==> config.mk <==
export PLATFORM = sky130hd
export DESIGN_NAME = alu32_seq_ctrl
export DESIGN_NICKNAME = d
export VERILOG_FILES = /design/src/rtl/alu32_pkg.sv /design/src/rtl/alu32_seq_wdog.sv /design/src/rtl/alu32_seq_ctrl.sv
export SDC_FILE = /design/constraint.sdc
export NUM_CORES = 1
export LEC_CHECK = 0
export CAP_MARGIN = 20
export CORE_UTILIZATION = 44
export CTS_BUF_LIST = sky130_fd_sc_hd__clkbuf_4
export DETAILED_ROUTE_END_ITERATION = 8
export GPL_TIMING_DRIVEN = 0
export PLACE_DENSITY = 0.91
export REMOVE_ABC_BUFFERS = 1
export SETUP_SLACK_MARGIN = 0.2
export SYNTH_ARGS = -nofsm -noshare
export SYNTH_HDL_FRONTEND = slang
export SYNTH_HIERARCHICAL = 1
export SYNTH_SLANG_ARGS = --single-unit
==> constraint.sdc <==
create_clock -name clk -period 3.75 [get_ports clk]
set_input_delay 0.75 -clock clk [delete_from_list [all_inputs] [get_ports clk]]
set_output_delay 0.75 -clock clk [all_outputs]
set_load 0.02 [all_outputs]
==> src/rtl/alu32_pkg.sv <==
// Shared definitions for the alu32 issue stage: widths, op codes, FSM states.
package alu32_pkg;

  localparam int unsigned DATA_W = 32;
  localparam int unsigned OP_W   = 3;

  localparam logic [OP_W-1:0] OP_AND = 3'b000;
  localparam logic [OP_W-1:0] OP_OR  = 3'b001;
  localparam logic [OP_W-1:0] OP_XOR = 3'b010;
  localparam logic [OP_W-1:0] OP_NOR = 3'b011;
  localparam logic [OP_W-1:0] OP_SLT = 3'b100;
  localparam logic [OP_W-1:0] OP_ADD = 3'b101;
  localparam logic [OP_W-1:0] OP_SUB = 3'b110;
  localparam logic [OP_W-1:0] OP_MOD = 3'b111;

  typedef enum logic [2:0] {
    ST_IDLE      = 3'd0,
    ST_EXEC      = 3'd1,
    ST_MOD_WAIT  = 3'd2,
    ST_MOD_DRAIN = 3'd3,
    ST_RESP      = 3'd4
  } state_t;

  // Only the modulo op goes through the start/done handshake.
  function automatic logic is_mod(input logic [OP_W-1:0] op);
    return op == OP_MOD;
  endfunction

endpackage

==> src/rtl/alu32_seq_wdog.sv <==
// Watchdog for one MOD handshake phase: load clears, enable counts,
// expire is raised on the TIMEOUT_CYCLES-th enabled cycle after a load.
module alu32_seq_wdog #(
  parameter int unsigned TIMEOUT_CYCLES = 64
) (
  input  logic clk,
  input  logic reset,
  input  logic load,
  input  logic en,
  output logic expire
);

  localparam int unsigned W = (TIMEOUT_CYCLES < 2) ? 1 : $clog2(TIMEOUT_CYCLES);

  logic [W-1:0] cnt_q, cnt_d;

  assign expire = en && (cnt_q == W'(TIMEOUT_CYCLES - 1));

  // Next count: load wins, otherwise count while enabled and not yet expired.
  always_comb begin
    cnt_d = cnt_q;
    if (load) begin
      cnt_d = '0;
    end else if (en && !expire) begin
      cnt_d = cnt_q + W'(1);
    end
  end

  // Count register.
  always_ff @(posedge clk) begin
    if (reset) begin
      cnt_q <= '0;
    end else begin
      cnt_q <= cnt_d;
    end
  end

endmodule

==> src/rtl/alu32_seq_ctrl.sv <==
// Issue stage in front of alu32: accepts a request, holds the operands on the
// ALU inputs, runs the MOD start/done handshake, and returns the captured
// result on a valid/ready response port.
// Optional feature macro: ALU_SEQ_TIMEOUT_EN (MOD phase timeout with rsp_err).
module alu32_seq_ctrl
  import alu32_pkg::*;
#(
  parameter int unsigned SETTLE_CYCLES  = 1,
  parameter int unsigned TIMEOUT_CYCLES = 64
) (
  input  logic              clk,
  input  logic              reset,
  input  logic              req_valid,
  output logic              req_ready,
  input  logic [DATA_W-1:0] req_a,
  input  logic [DATA_W-1:0] req_b,
  input  logic [OP_W-1:0]   req_op,
  output logic [DATA_W-1:0] alu_a,
  output logic [DATA_W-1:0] alu_b,
  output logic [OP_W-1:0]   alu_s,
  output logic              alu_start,
  input  logic              alu_done,
  input  logic [DATA_W-1:0] alu_res,
  output logic              rsp_valid,
  input  logic              rsp_ready,
  output logic [DATA_W-1:0] rsp_res,
  output logic [OP_W-1:0]   rsp_op,
  output logic              rsp_err,
  output logic              busy
);

  localparam int unsigned CNT_W = (SETTLE_CYCLES < 1) ? 1 : $clog2(SETTLE_CYCLES + 1);

  state_t            state_q, state_d;
  logic [DATA_W-1:0] alu_a_q, alu_a_d;
  logic [DATA_W-1:0] alu_b_q, alu_b_d;
  logic [OP_W-1:0]   alu_s_q, alu_s_d;
  logic              alu_start_q, alu_start_d;
  logic [DATA_W-1:0] rsp_res_q, rsp_res_d;
  logic [OP_W-1:0]   rsp_op_q, rsp_op_d;
  logic [CNT_W-1:0]  cnt_q, cnt_d;

`ifdef ALU_SEQ_TIMEOUT_EN
  logic rsp_err_q, rsp_err_d;
  logic wd_load, wd_en, wd_expire;

  // Restart the watchdog on MOD accept and again when done is first seen,
  // so each handshake phase gets its own full budget.
  assign wd_load = ((state_q == ST_IDLE) && req_valid && is_mod(req_op)) ||
                   ((state_q == ST_MOD_WAIT) && alu_done);
  assign wd_en   = (state_q == ST_MOD_WAIT) || (state_q == ST_MOD_DRAIN);

  alu32_seq_wdog #(
    .TIMEOUT_CYCLES(TIMEOUT_CYCLES)
  ) u_wdog (
    .clk   (clk),
    .reset (reset),
    .load  (wd_load),
    .en    (wd_en),
    .expire(wd_expire)
  );

  assign rsp_err = rsp_err_q;
`else
  logic unused_timeout_cfg;
  assign unused_timeout_cfg = (TIMEOUT_CYCLES == 0);
  assign rsp_err = 1'b0;
`endif

  assign req_ready = (state_q == ST_IDLE);
  assign busy      = (state_q != ST_IDLE);
  assign rsp_valid = (state_q == ST_RESP);
  assign alu_a     = alu_a_q;
  assign alu_b     = alu_b_q;
  assign alu_s     = alu_s_q;
  assign alu_start = alu_start_q;
  assign rsp_res   = rsp_res_q;
  assign rsp_op    = rsp_op_q;

  // Next-state and register updates; everything holds unless a transition says otherwise.
  always_comb begin
    state_d     = state_q;
    alu_a_d     = alu_a_q;
    alu_b_d     = alu_b_q;
    alu_s_d     = alu_s_q;
    alu_start_d = alu_start_q;
    rsp_res_d   = rsp_res_q;
    rsp_op_d    = rsp_op_q;
    cnt_d       = cnt_q;
`ifdef ALU_SEQ_TIMEOUT_EN
    rsp_err_d   = rsp_err_q;
`endif
    unique case (state_q)
      ST_IDLE: begin
        if (req_valid) begin
          alu_a_d = req_a;
          alu_b_d = req_b;
          alu_s_d = req_op;
          if (is_mod(req_op)) begin
            alu_start_d = 1'b1;
            state_d     = ST_MOD_WAIT;
          end else begin
            cnt_d   = '0;
            state_d = ST_EXEC;
          end
        end
      end
      ST_EXEC: begin
        // The extra count step gives a registered-result ALU time to settle.
        if (cnt_q == CNT_W'(SETTLE_CYCLES)) begin
          rsp_res_d = alu_res;
          rsp_op_d  = alu_s_q;
          state_d   = ST_RESP;
        end else begin
          cnt_d = cnt_q + CNT_W'(1);
        end
      end
      ST_MOD_WAIT: begin
        if (alu_done) begin
          rsp_res_d   = alu_res;
          rsp_op_d    = alu_s_q;
          alu_start_d = 1'b0;
          state_d     = ST_MOD_DRAIN;
        end
`ifdef ALU_SEQ_TIMEOUT_EN
        else if (wd_expire) begin
          rsp_res_d   = '0;
          rsp_op_d    = alu_s_q;
          rsp_err_d   = 1'b1;
          alu_start_d = 1'b0;
          state_d     = ST_RESP;
        end
`endif
      end
      ST_MOD_DRAIN: begin
        // Wait for done to fall so a stale done cannot complete the next MOD.
        if (!alu_done) begin
          state_d = ST_RESP;
        end
`ifdef ALU_SEQ_TIMEOUT_EN
        else if (wd_expire) begin
          rsp_res_d = '0;
          rsp_err_d = 1'b1;
          state_d   = ST_RESP;
        end
`endif
      end
      ST_RESP: begin
        if (rsp_ready) begin
          state_d = ST_IDLE;
`ifdef ALU_SEQ_TIMEOUT_EN
          rsp_err_d = 1'b0;
`endif
        end
      end
      default: begin
        state_d = ST_IDLE;
      end
    endcase
  end

  // State and datapath registers with synchronous reset.
  always_ff @(posedge clk) begin
    if (reset) begin
      state_q     <= ST_IDLE;
      alu_a_q     <= '0;
      alu_b_q     <= '0;
      alu_s_q     <= '0;
      alu_start_q <= 1'b0;
      rsp_res_q   <= '0;
      rsp_op_q    <= '0;
      cnt_q       <= '0;
`ifdef ALU_SEQ_TIMEOUT_EN
      rsp_err_q   <= 1'b0;
`endif
    end else begin
      state_q     <= state_d;
      alu_a_q     <= alu_a_d;
      alu_b_q     <= alu_b_d;
      alu_s_q     <= alu_s_d;
      alu_start_q <= alu_start_d;
      rsp_res_q   <= rsp_res_d;
      rsp_op_q    <= rsp_op_d;
      cnt_q       <= cnt_d;
`ifdef ALU_SEQ_TIMEOUT_EN
      rsp_err_q   <= rsp_err_d;
`endif
    end
  end

endmodule

==> out/metrics.yaml, run 1 <==
yosys:
  synth_edf_count: 0
  synth_seq_area_share: 0.530
  synth_area_um2: 4040
  synthesis.instances: 446
  ys_warn_count: 6
  synth_cell_type_count: 33
  syn_area_per_cell_um2: 9.06
  ys.flop_type: "dfxtp_1"
  ys_seq_elements: 107
  async_reset_ff_frac: 0
global_route:
  antenna_found_initial: 0
  grt_pass1_vias: 3780
  grt_max_degree: 70
  track_usage: 0.226
  grt_first_pass_wirelength_um: 17400
  grt-ovfl-total: 0
drt:
  wl_per_cell_um: 14.3
  wl_um: 10700
  antenna_left: 0
  dr.pass1.iters: 7
  viasPerCell: 5.01
  drtIter0Drc: 137
  via_count: 3749
  drc: 34
clock_tree:
  cts_sinks: 107
  cts-root-buf: "clkbuf_4"
  insertion_delay_ns: 0.45
  postCtsHoldBufs: 0
  clockBufferDepth: 2
  cts_setup_buffers: 0
  cts.clk_slew.worst_paths_ns: 0.17
  cts_resized: 0
  cts_buffers: 9
  cts_tree: "yes"
  htreeDepth: 3
critical_path:
  critical_path_class: "reg -> out"
  worst-path-buf-inv: 2
  r2r_slack_ns: 1.63
  worstReg2RegStart: "state_q[1]$_SDFFE_PP0P_"
  critPathTopFamily: "buffers and inverters"
  cp-start-kind: "flip-flop"
  critPathRequiredTime_ns: 3.00
  cpMaxStageDelayCell: "clkdlybuf4s50_1"
  crit_path_max_incr_delay_ns: 0.64
  path_cells: "inv_1 -> nor3_1 -> clkdlybuf4s50_1"
  end_kind: "primary output"
  r2r_cells: 5
  path_max_fanout: 6
  worstPathArrival_ns: 1.97
  reg2reg_to: "alu_b[25]$_SDFFE_PP0P_"
  crit_path_start: "state_q[2]$_SDFFE_PP0P_"
cells_and_area:
  finalNonFillerCells: 749
  diodes: 0
  layout_common_cells: "clkdlybuf4s50_1, nand2_1, dfxtp_1"
  final_common_cell: "clkdlybuf4s50_1"
  layout-drive-gt1-share: 0.105
  fill_cells: 655
  syn2layout_area_growth_pct: 56.1
  final_nets: 740
die:
  fp-row-count: 34
  initial_utilization: 0.459
  die_x_um: 97.8
  io-pin-count: 211
  coreArea_um2: 8810
  chipHeight_um: 97.8
  dieArea_um2: 9570
min_path:
  worstHoldStart: "alu_a[19]$_SDFFE_PP0P_"
  hold_class: "reg -> reg"
  hold_path_depth: 2
  holdPathEnd: "alu_a[19]$_SDFFE_PP0P_"
place:
  dp_cells: 733
  portBuffers: 209
  gp_congestion: 0.772
  dp_hpwl_um: 8060
sta:
  worst_pin_slew_ns: 0.738
  skew_ns: 0.0215
  worst_hold_slack_ns: 0.467
  rsz0062_at_grt: "false"
  period_needed_ns: 2.72
  maxSlewHeadroom: 0.508
  setup_viol: 0
  slew_viol_final: 0
  hold_viol_final: 0
  finalCritPeriodShare: 0.725
  timing.fmax_mhz: 368
power:
  p_leak_nw: 2.24
  power_mw: 3.39
  peakVddDrop_mv: 0.303
  power.density_nw_per_um2: 537
job:
  cap_viol_max_count: 0
run_status:
  violations: "design-rule violations"
  status: "finished, violations left"
-- per-stage QoR --
stage	util	cell area, um2	worst slack [ns]	TNS (ns)
after floorplan	-	3820	1.02	0
final	0.717	6310	1.03	0
after detailed placement	0.697	6140	1.06	0
after global placement	0.686	6040	-1.43	-60.23
after global routing	0.717	6310	0.870	0
after CTS	0.717	6310	0.989	0
-- worst max-delay path by stage --
stage	endpoint	slack (ns)	depth (start not counted)
2_1_floorplan	cnt_q$_SDFFE_PP0P_	1.02	3
3_3_place_gp	state_q[1]$_SDFFE_PP0P_	-1.43	4
3_5_place_dp	rsp_res[7]$_SDFFE_PP0P_	1.06	6
4_1_cts	rsp_valid	0.99	3
5_1_grt	rsp_valid	0.87	3
6_report	rsp_valid	1.03	3
-- worst min-delay path, stage by stage, from the launching register on --
cell	delay (ns)
dfxtp_1	0.34
nand2_1	0.05
a21oi_1	0.05
-- state kept, by name, indices dropped and copies added, names as in the netlist --
register / flops
alu_b: 32
rsp_res: 32
state_q: 3
alu_start: 1
alu_s: 3
alu_a: 32
cnt_q: 1
rsp_op: 3
-- synthesized netlist by cell type (2+ instances only) --
cell / instances / area [um2]
nand2_1: 117 / 439
dfxtp_1: 107 / 2140
a21oi_1: 47 / 235
mux2i_1: 36 / 360
nor2_1: 36 / 135
a21oi_2: 21 / 184
nand2_2: 20 / 125
clkbuf_1: 15 / 56.3
buf_2: 9 / 45.0
buf_8: 6 / 90.1
inv_1: 4 / 15.0
buf_4: 3 / 22.5
a31oi_1: 2 / 12.5
nand3_1: 2 / 10.0
nand3b_1: 2 / 15.0
nor3b_1: 2 / 15.0
-- area by class of cell --
type / count / area [um2] / share of cell area
Sequential cell: 107 / 2140 / 0.339
Clock buffer: 10 / 75.1 / 0.0119
Tap cell: 108 / 135 / 0.0214
Timing Repair Buffer: 213 / 2180 / 0.345
Clock inverter: 6 / 95.1 / 0.0151
Multi-Input combinational cell: 301 / 1670 / 0.265
Inverter: 4 / 15.0 / 0.00238
-- power breakdown --
part           switching, mW  internal, mW
clock network          0.380         0.286
registers              0.108          1.30
logic                  0.711         0.602
total                   1.20          2.19
-- layer usage --
layer | vias up | track usage | routed length [um]
met5 | - | 0 | 0
met4 | 0 | 0.0991 | 264
met3 | 26 | 0.0716 | 1030
met2 | 182 | 0.411 | 5450
met1 | 1712 | 0.237 | 3950
li1 | 1829 | - | -
-- logic make-up after synthesis --
| family | share of synthesized area |
|---|---|
| DFF | 0.530 |
| AOI/OAI and AO/OA | 0.123 |
| and+or+nand+nor | 0.197 |
| buffers and inverters | 0.0594 |
| muxes | 0.0892 |
| other | 0.000928 |
Power figures use the tool's default switching activity.
==> run 2: changes to the inputs <==
--- a/config.mk
+++ b/config.mk
@@ -6,11 +6,11 @@
 export NUM_CORES = 1
 export LEC_CHECK = 0
 export CAP_MARGIN = 20
-export CORE_UTILIZATION = 44
+export CORE_UTILIZATION = 41
 export CTS_BUF_LIST = sky130_fd_sc_hd__clkbuf_4
 export DETAILED_ROUTE_END_ITERATION = 8
 export GPL_TIMING_DRIVEN = 0
-export PLACE_DENSITY = 0.91
+export PLACE_DENSITY = 0.86
 export REMOVE_ABC_BUFFERS = 1
 export SETUP_SLACK_MARGIN = 0.2
 export SYNTH_ARGS = -nofsm -noshare
==> constraint.sdc (replaced) <==
create_clock -name clk -period 2.6 [get_ports clk]
set_input_delay 0.52 -clock clk [delete_from_list [all_inputs] [get_ports clk]]
set_output_delay 0.52 -clock clk [all_outputs]
set_load 0.02 [all_outputs]
==> run 2 against run 1 <==
Effect of this change: the run now ends clean; highest routed layer unchanged; combinational power grew 44%; register-to-register slack worse by 0.96 ns; clock-buffer cell count shrank 1; power up 38%; critical endpoint is now busy; critical path type unchanged; core utilization fell by 4.8 points; largest cell class unchanged; clock power up 14%.
==> out/metrics.yaml, run 2 (synthesis results as in run 1) <==
job:
  cap_viol_max_count: 0
clock_tree:
  cts_tree: "yes"
  cts_sinks: 107
  cts.clk_slew.worst_paths_ns: 0.16
  cts-root-buf: "clkbuf_4"
  insertion_delay_ns: 0.43
  cts_buffers: 9
  cts_setup_buffers: 0
  cts_resized: 2
  htreeDepth: 3
  clockBufferDepth: 2
  postCtsHoldBufs: 0
sta:
  period_needed_ns: 2.24
  finalCritPeriodShare: 0.860
  worst_pin_slew_ns: 0.618
  timing.fmax_mhz: 447
  setup_ws_ns: 0.364
  setup_tns_ns: 0
  setup_viol: 0
  rsz0062_at_grt: "false"
  hold_viol_final: 0
  skew_ns: 0.0329
  slew_viol_final: 0
  maxSlewHeadroom: 0.588
  worst_hold_slack_ns: 0.465
critical_path:
  worstPathArrival_ns: 1.72
  path_max_fanout: 13
  crit_path_max_incr_delay_ns: 0.54
  critPathRequiredTime_ns: 2.08
  end_kind: "primary output"
  path_cells: "nor3_2 -> inv_1 -> clkdlybuf4s50_1"
  cp-start-kind: "flip-flop"
  cpMaxStageDelayCell: "clkdlybuf4s50_1"
  critical_path_class: "reg -> out"
power:
  power_mw: 4.68
  p_clk_frac: 0.162
  switching_share: 0.370
  seqPwrFrac: 0.435
  p_leak_nw: 2.23
  internal_power_mw: 2.95
  net-switching-power_mw: 1.73
  power.density_nw_per_um2: 743
  peakVddDrop_mv: 0.358
  comb_power_share: 0.403
die:
  die_x_um: 101
  initial_utilization: 0.429
  fp-row-count: 35
  chipHeight_um: 101
  dieArea_um2: 10300
  io-pin-count: 211
  coreArea_um2: 9420
place:
  dp_hpwl_um: 7860
  gp_congestion: 0.785
  post-place-ws_ns: 0.154
  portBuffers: 209
  dp_cells: 754
  placed_area_um2: 6170
drt:
  met3WireLength_um: 916
  dr.pass1.iters: 4
  viasPerCell: 4.75
  drtIter0Drc: 93
  wl_met1_um: 4350
  dr_wl_met2_um: 5250
  highest_layer: "met4"
  via_count: 3654
  antenna_left: 0
  wl_um: 10600
  drc: 0
  wl_per_cell_um: 13.8
cells_and_area:
  final_area_um2: 6290
  final_util: 0.668
  layout-drive-gt1-share: 0.106
  layout_common_cells: "clkdlybuf4s50_1, nand2_1, dfxtp_1"
  syn2layout_area_growth_pct: 55.7
  final_common_cell: "clkdlybuf4s50_1"
  fill_cells: 727
  final_nets: 740
  finalNonFillerCells: 770
  diodes: 0
min_path:
  hold_class: "reg -> reg"
global_route:
  grt_first_pass_wirelength_um: 16400
  grt_pass1_vias: 3493
  antenna_found_initial: 0
  grt-ovfl-total: 0
  grt_max_degree: 59
  track_usage: 0.201
run_status:
  status: "finished clean"
[run 2: cell count changes in the layout (fill, tap and decap cells not counted)]
cell	before	now
dfxtp_1	107	104
bufinv_16	2	0
dfxtp_2	0	3
dlygate4sd2_1	0	1
clkinv_1	0	2
dlymetal6s2s_1	0	1
clkdlybuf4s50_1	208	206
inv_8	0	1
clkinvlp_4	0	1
inv_6	2	1
clkbuf_4	10	9
[run 2: power groups by stage]
stage | Combinational [mW] | Clock (mW) | Sequential [mW]
6_report | 1.88 | 0.758 | 2.04
5_1_grt | 2.02 | 0.854 | 2.06
4_1_cts | 1.90 | 0.784 | 2.03
3_5_place_dp | 1.90 | 0 | 2.07
3_3_place_gp | 1.83 | 0 | 2.05
2_1_floorplan | 0.737 | 0 | 2.32
[run 2: final cells by class]
cell class | count | area, um2 | share of cell area
clock inverters | 7 | 52.6 | 0.00835
inverters | 4 | 15.0 | 0.00239
flip-flops and latches | 107 | 2150 | 0.341
well taps | 129 | 161 | 0.0257
repair buffers | 213 | 2180 | 0.346
multi-input cells | 301 | 1670 | 0.266
clock buffers | 9 | 67.6 | 0.0107
[run 2: worst paths after layout]
path / start / end / slack, ns / depth (start not counted)
hold / removal: alu_a[0]$_SDFFE_PP0P_ / alu_a[0]$_SDFFE_PP0P_ / 0.47 / 2
setup / recovery: state_q[1]$_SDFFE_PP0P_ / busy / 0.36 / 3
hold reg to reg: alu_a[0]$_SDFFE_PP0P_ / alu_a[0]$_SDFFE_PP0P_ / 0.47 / 2
setup reg to reg: state_q[1]$_SDFFE_PP0P_ / alu_b[18]$_SDFFE_PP0P_ / 0.67 / 5
[run 2: routing by layer]
layer / track usage / vias to the layer above
met5: 0 / -
met4: 0.0557 / 0
met3: 0.0690 / 10
met2: 0.364 / 156
met1: 0.224 / 1651
li1: - / 1837
[run 2: worst max-delay path: cells and delay by family (launching register included)]
kind / cells / cell delay, ns
buf+inv: 2 / 0.61
simple gates: 1 / 0.29
flops: 1 / 0.42
